### config.mk
export PLATFORM = sky130hd
export DESIGN_NAME = dcache_controller
export DESIGN_NICKNAME = d
export VERILOG_FILES = /design/src/rtl/dcache_controller.sv
export SDC_FILE = /design/constraint.sdc
export NUM_CORES = 1
export LEC_CHECK = 0
export ABC_AREA = 1
export CAP_MARGIN = 20
export CORE_AREA = 2 2 167 87
export DETAILED_ROUTE_END_ITERATION = 16
export DIE_AREA = 0 0 169 89
export GPL_TIMING_DRIVEN = 1
export REMOVE_ABC_BUFFERS = 1
export SLEW_MARGIN = 20
export SYNTH_ARGS = -nofsm -noshare
export SYNTH_HDL_FRONTEND = slang
export SYNTH_SLANG_ARGS = --single-unit
### constraint.sdc
create_clock -name clk -period 2.59 [get_ports clk]
set_input_delay 0.3885 -clock clk [delete_from_list [all_inputs] [get_ports clk]]
set_output_delay 0.3885 -clock clk [all_outputs]
set_load 0.02 [all_outputs]
### src/rtl/dcache_controller.sv
// Direct-mapped, write-back, write-allocate data-cache controller.
// Holds the per-line valid/dirty/tag state and sequences memory write-back and refill.
module dcache_controller #(
    parameter int unsigned INDEX_BITS  = 2,
    parameter int unsigned OFFSET_BITS = 4
) (
    input  logic                  clk,
    input  logic                  reset,
    input  logic [1:0]            ldSt_enable,
    input  logic [15:0]           addr,
    output logic                  stall,
    output logic                  hit,
    output logic [INDEX_BITS-1:0] array_index,
    output logic                  array_we,
    output logic                  fill_we,
    output logic                  mem_req,
    output logic                  mem_we,
    output logic [15:0]           mem_addr,
    input  logic                  mem_ack
);

    localparam int unsigned LINES = 2 ** INDEX_BITS;
    localparam int unsigned TAG_W = 16 - INDEX_BITS - OFFSET_BITS;

    typedef enum logic [1:0] {
        IDLE      = 2'd0,
        WRITEBACK = 2'd1,
        REFILL    = 2'd2,
        COMPLETE  = 2'd3
    } state_t;

    state_t             state_q;
    logic [LINES-1:0]   valid_q;
    logic [LINES-1:0]   dirty_q;
    logic [TAG_W-1:0]   tag_q [LINES];
    logic               store_q;
    logic               mem_req_q;
    logic               mem_we_q;
    logic [15:0]        mem_addr_q;

    logic [INDEX_BITS-1:0] idx;
    logic [TAG_W-1:0]      addr_tag;
    logic                  is_load;
    logic                  is_store;
    logic                  access;
    logic                  lookup_hit;
    logic [15:0]           line_addr;
    logic [15:0]           victim_addr;

    assign idx         = addr[OFFSET_BITS +: INDEX_BITS];
    assign addr_tag    = addr[15 -: TAG_W];
    assign is_load     = (ldSt_enable == 2'b01);
    assign is_store    = (ldSt_enable == 2'b10);
    assign access      = is_load | is_store;
    assign lookup_hit  = access && valid_q[idx] && (tag_q[idx] == addr_tag);
    assign line_addr   = {addr_tag, idx, {OFFSET_BITS{1'b0}}};
    assign victim_addr = {tag_q[idx], idx, {OFFSET_BITS{1'b0}}};

    assign array_index = idx;
    assign hit         = (state_q == IDLE) && lookup_hit;
    assign stall       = (state_q != IDLE) || (access && !lookup_hit);
    // Store strobes come from the live request in IDLE but from the captured one in COMPLETE.
    assign array_we    = !reset && (((state_q == IDLE) && is_store && lookup_hit)
                                    || ((state_q == COMPLETE) && store_q));
    assign fill_we     = !reset && (state_q == REFILL) && mem_ack;
    assign mem_req     = mem_req_q;
    assign mem_we      = mem_we_q;
    assign mem_addr    = mem_addr_q;

    always_ff @(posedge clk) begin
        if (reset) begin
            state_q    <= IDLE;
            valid_q    <= '0;
            dirty_q    <= '0;
            store_q    <= 1'b0;
            mem_req_q  <= 1'b0;
            mem_we_q   <= 1'b0;
            mem_addr_q <= '0;
        end else begin
            case (state_q)
                IDLE: begin
                    if (lookup_hit) begin
                        if (is_store) dirty_q[idx] <= 1'b1;
                    end else if (access) begin
                        store_q   <= is_store;
                        mem_req_q <= 1'b1;
                        if (valid_q[idx] && dirty_q[idx]) begin
                            state_q    <= WRITEBACK;
                            mem_we_q   <= 1'b1;
                            mem_addr_q <= victim_addr;
                        end else begin
                            state_q    <= REFILL;
                            mem_we_q   <= 1'b0;
                            mem_addr_q <= line_addr;
                        end
                    end
                end
                WRITEBACK: begin
                    if (mem_ack) begin
                        dirty_q[idx] <= 1'b0;
                        mem_we_q     <= 1'b0;
                        mem_addr_q   <= line_addr;
                        state_q      <= REFILL;
                    end
                end
                REFILL: begin
                    if (mem_ack) begin
                        tag_q[idx]   <= addr_tag;
                        valid_q[idx] <= 1'b1;
                        dirty_q[idx] <= 1'b0;
                        mem_req_q    <= 1'b0;
                        state_q      <= COMPLETE;
                    end
                end
                COMPLETE: begin
                    if (store_q) dirty_q[idx] <= 1'b1;
                    state_q <= IDLE;
                end
                default: state_q <= IDLE;
            endcase
        end
    end

endmodule

==> results.md <==
- The flow ran to the end, and the final reports show no timing, DRC or antenna violations.
- The count of nets left with antenna violations once routing finished came out at 0.
- The path category of the worst min-delay check is input pin to flip-flop.
- The number of hold-slack violations in the final timing report was 0.
- Timing would allow up to 407 MHz.
- The net switching power is 1.27 mW.
- The post-placement cell area is 0.00419 sq mm.
- The launch point of the worst reg-to-reg path is state_q[0].
- The warning count from the yosys run is 0.
- Measured on the finished design, the core utilization comes to 0.338.
- Of all nets on the critical path, the largest fanout is 4.
- Counting the buffers created by CTS gives 9.
- The post-layout instance area is 0.00454 sq mm.
- The via count of the first global-routing pass is 2813.
- The overall routing resource usage is 0.111.
- The instance count of the mapped netlist is 443.
- The first routing iteration left 225 violations.
- Of the total power, the clock network draws 0.349.
- Input and output buffers added on the ports amount to 36.
- Ranked by total cell area, the synthesized netlist is headed by sky130_fd_sc_hd__edfxtp_1 (36%), sky130_fd_sc_hd__nand2_1 (21%), sky130_fd_sc_hd__dfxtp_1 (15%).
- CTS built an H-tree with a depth of 3.
- The reported max-cap violation count is 0.
- Of the total power, combinational logic draws 0.323.
- The xor-xnor portion of the synthesized cell area is 0.
- The setup TNS after final layout is 0 ns.
- Tracing the worst setup path back leads to its startpoint at state_q[0].
- The worst-case IR drop observed on VDD is 0.342 mV.
- The portion of the clock cycle consumed by the worst path in the final layout is 0.949.
- The number of buffers and inverters on the critical path is 3.
- The clock period minus worst slack is ~2.5 ns.
- The post-synthesis cell area is around 0.0033 sq mm.
- Power comes to approximately 4.0 mW.
- The clock edge transition at the registers on the reported setup and hold paths is ~0.060 ns.
- After synthesis, the most frequently instantiated cells are sky130_fd_sc_hd__nand2_1 (191), sky130_fd_sc_hd__nor2_1 (60), sky130_fd_sc_hd__inv_1 (46).
- The post-synthesis share of cell area spent on and, or, nand and nor gates is 0.330.
- The wire length of the first global-routing pass is 13000 um.
- Routability-driven placement finished with a final weighted congestion of 0.814.
- At the worst endpoint, the arrival time is 2.07 ns.
- For this run, design rule violations remaining after detail routing come to 0.
- Among cell families on the critical path, the largest total delay comes from buffers and inverters.
- The worst setup path is captured at an output port.
- Detailed routing inserted a total of 2908 vias.
- The critical path's most frequent cell is sky130_fd_sc_hd__inv_1.
- After synthesis, the share of flip-flops with an asynchronous set or reset is 0.
- The width of the die is 169 um.
- The mean instance size in the synthesized netlist is 7.53 sq um.
- The post-synthesis register bit count is 65.
- Cell internal power was estimated by the tool at 2.70 mW.
- In this run the static leakage power is around 2.1 nW.
- For the worst-skew pair, the clock arrives at the later sink with an insertion delay of 0.32 ns.
- The number of slew-limit violations in the final report is 0.
- Among all cell types in the netlist, the one instantiated most often is sky130_fd_sc_hd__nand2_1.
- The share of total power dissipated in sequential elements is 0.327.
- Traced cell by cell, the critical path runs through inv_1, ha_1, inv_1, nor3_1, clkdlybuf4s50_1.
- The die covers approximately 0.015 sq mm.
- The worst setup path is of the flip-flop to output port kind.
- The number of antenna violations at the first check in global routing is 0.
- The final wirelength is between 7000 and 8000 um.
- The largest single stage delay on the critical path is 0.68 ns.
- The total power density per cell area is 874 mW/mm^2.
- Headroom to the max-slew limit came out at 0.613.
- The setup clock skew after layout is 0.00510 ns.
- The final worst hold slack is 0.442 ns.
- The routed length per placed instance is between 10 and 15 um.
- For the pin with the worst max-slew slack, the measured transition is between 0.5 and 0.6 ns.
- The largest individual stage delay along the critical path comes from the cell sky130_fd_sc_hd__clkdlybuf4s50_1.
- After detailed routing, the number of vias per cell comes to 4.12.
- The number of antenna diodes in the final layout is 0.
- The share of synthesized area in the top cell type comes to 0.360.
- The cell type with the highest aggregate area in the netlist is sky130_fd_sc_hd__edfxtp_1.
- The initial utilization of the core area, before any placement, comes to 0.248.
- The nature of the critical path startpoint is a flip-flop.
- The total overflow reported by the global router is 0.
- The number of distinct library cell variants in the gate-level netlist after synthesis is 26.
- The multiplexer area fraction after synthesis is 0.
- The main combinational cell family by area after synthesis is simple AND/OR/NAND/NOR gates.
- The worst hold path begins at addr[15].
- TritonCTS built the clock tree.
- Row generation in the floorplan step produced 30 rows.
- Setup violations remaining at the end of the flow were counted as 0.
- The largest net degree at the start of global routing is 25.
- CTS saw 65 sinks.
- The I/O pin count is 45.
- The number of enable-type register cells in the synthesized netlist is 40.
- The switching share of power is 0.319.
- Hold repair after CTS inserted 0 buffers.
- The core box area is 0.0134 sq mm.
- The complex-gate fraction of the synthesized area is 0.0390.
- The longest clock path from root to sink contains 2 buffers.
- Setup repair after global routing left no endpoint under its margin.
- The half-perimeter wire length after placement is 5670 um.
- Clock tree synthesis selected as its root buffer the cell sky130_fd_sc_hd__clkbuf_16.
- The worst path required time is ~2.2 ns.
- The die span in y is 89 um.
- Of the total synthesized cell area, the portion taken by full adders, half adders and majority gates is 0.0187.
- The dominant register cell in the synthesized netlist is sky130_fd_sc_hd__edfxtp_1.
- The final layout contains 551 nets.
- The area growth from synthesis to layout is 36.1%.
- The share of the Yosys chip area taken by registers is 0.510.
- The ratio of cells with drive above 1 in the final layout is 0.157.
- For this run, the detailed router's first-pass iteration total came to 5.
cell usage in the layout, fill, tap and decap left out, types with 2 or more instances in the layout:
master and instances:
sky130_fd_sc_hd__edfxtp_1 40, sky130_fd_sc_hd__bufinv_16 3, sky130_fd_sc_hd__nand4_1 4, sky130_fd_sc_hd__a21oi_1 3
sky130_fd_sc_hd__clkinv_4 2, sky130_fd_sc_hd__buf_6 3, sky130_fd_sc_hd__conb_1 4, sky130_fd_sc_hd__buf_4 49
sky130_fd_sc_hd__inv_2 2, sky130_fd_sc_hd__clkbuf_2 2, sky130_fd_sc_hd__nor2_1 58, sky130_fd_sc_hd__nand2_1 190
sky130_fd_sc_hd__nand3_1 18, sky130_fd_sc_hd__nor2_2 3, sky130_fd_sc_hd__dfxtp_1 25, sky130_fd_sc_hd__buf_2 2
sky130_fd_sc_hd__clkbuf_16 9, sky130_fd_sc_hd__clkdlybuf4s50_1 29, sky130_fd_sc_hd__ha_1 5, sky130_fd_sc_hd__inv_1 46
sky130_fd_sc_hd__o21ai_0 17, sky130_fd_sc_hd__dlymetal6s2s_1 2
state kept, by name, summed over array words and instances, names as in the netlist, named ones only:
signal / flops
mem_addr: 12
tag_q: 40
store_q: 1
mem_req: 1
state_q: 2
mem_we: 1
valid_q: 4
logic make-up (layout without fill, tap and decap cells):
group / after synthesis / count (layout)
buf+inv: 70 / 154
other cells: 1 / 4
simple gates: 278 / 278
flops: 65 / 65
fa+ha+maj: 5 / 5
compound gates: 24 / 24
final timing paths:
path,slack [ns],cells past startpoint,to
setup reg to reg,0.63,7,tag_q[2][2]
hold / removal,0.44,1,tag_q[2][9]
setup / recovery,0.13,5,fill_we
hold reg to reg,0.46,2,valid_q[2]
power by group through the flow:
stage	clock network, mW	registers, mW	logic [mW]
finish	1.39	1.30	1.28
global route	1.44	1.31	1.45
CTS	1.41	1.30	1.30
detailed placement	0	1.32	1.29
global placement	0	1.31	1.29
floorplan	0	1.40	0.659
final cells by class:
cell class                 count  area [sq um]
sequential                    65          1700
clock buffer                   9           225
multi-input combinational    311          1320
clock inverter                 7           119
timing repair buffer          88           757
tap                          176           220
fill                        1371          8900
inverter                      50           198
layer usage:
| layer | track usage | wire length, um |
|---|---|---|
| met1 | 0.140 | 3830 |
| met2 | 0.193 | 3760 |
| met3 | 0.0226 | 251 |
| met4 | 0.0427 | 113 |
| met5 | 0 | 0 |
metrics by stage:
stage	std cells	setup slack, ns
6_report	706	0.132
5_1_grt	706	0.00611
4_1_cts	706	0.00719
3_5_place_dp	690	-0.636
3_3_place_gp	690	-0.605
2_1_floorplan	426	0.298
what timing repair did:
item | 4_1_cts | 5_1_grt
setup endpoints to repair | 3 | 3
resized for setup | 15 | 18
pin swaps | 0 | 1
setup buffers | 0 | 0
(Power assumes the default switching activity.)
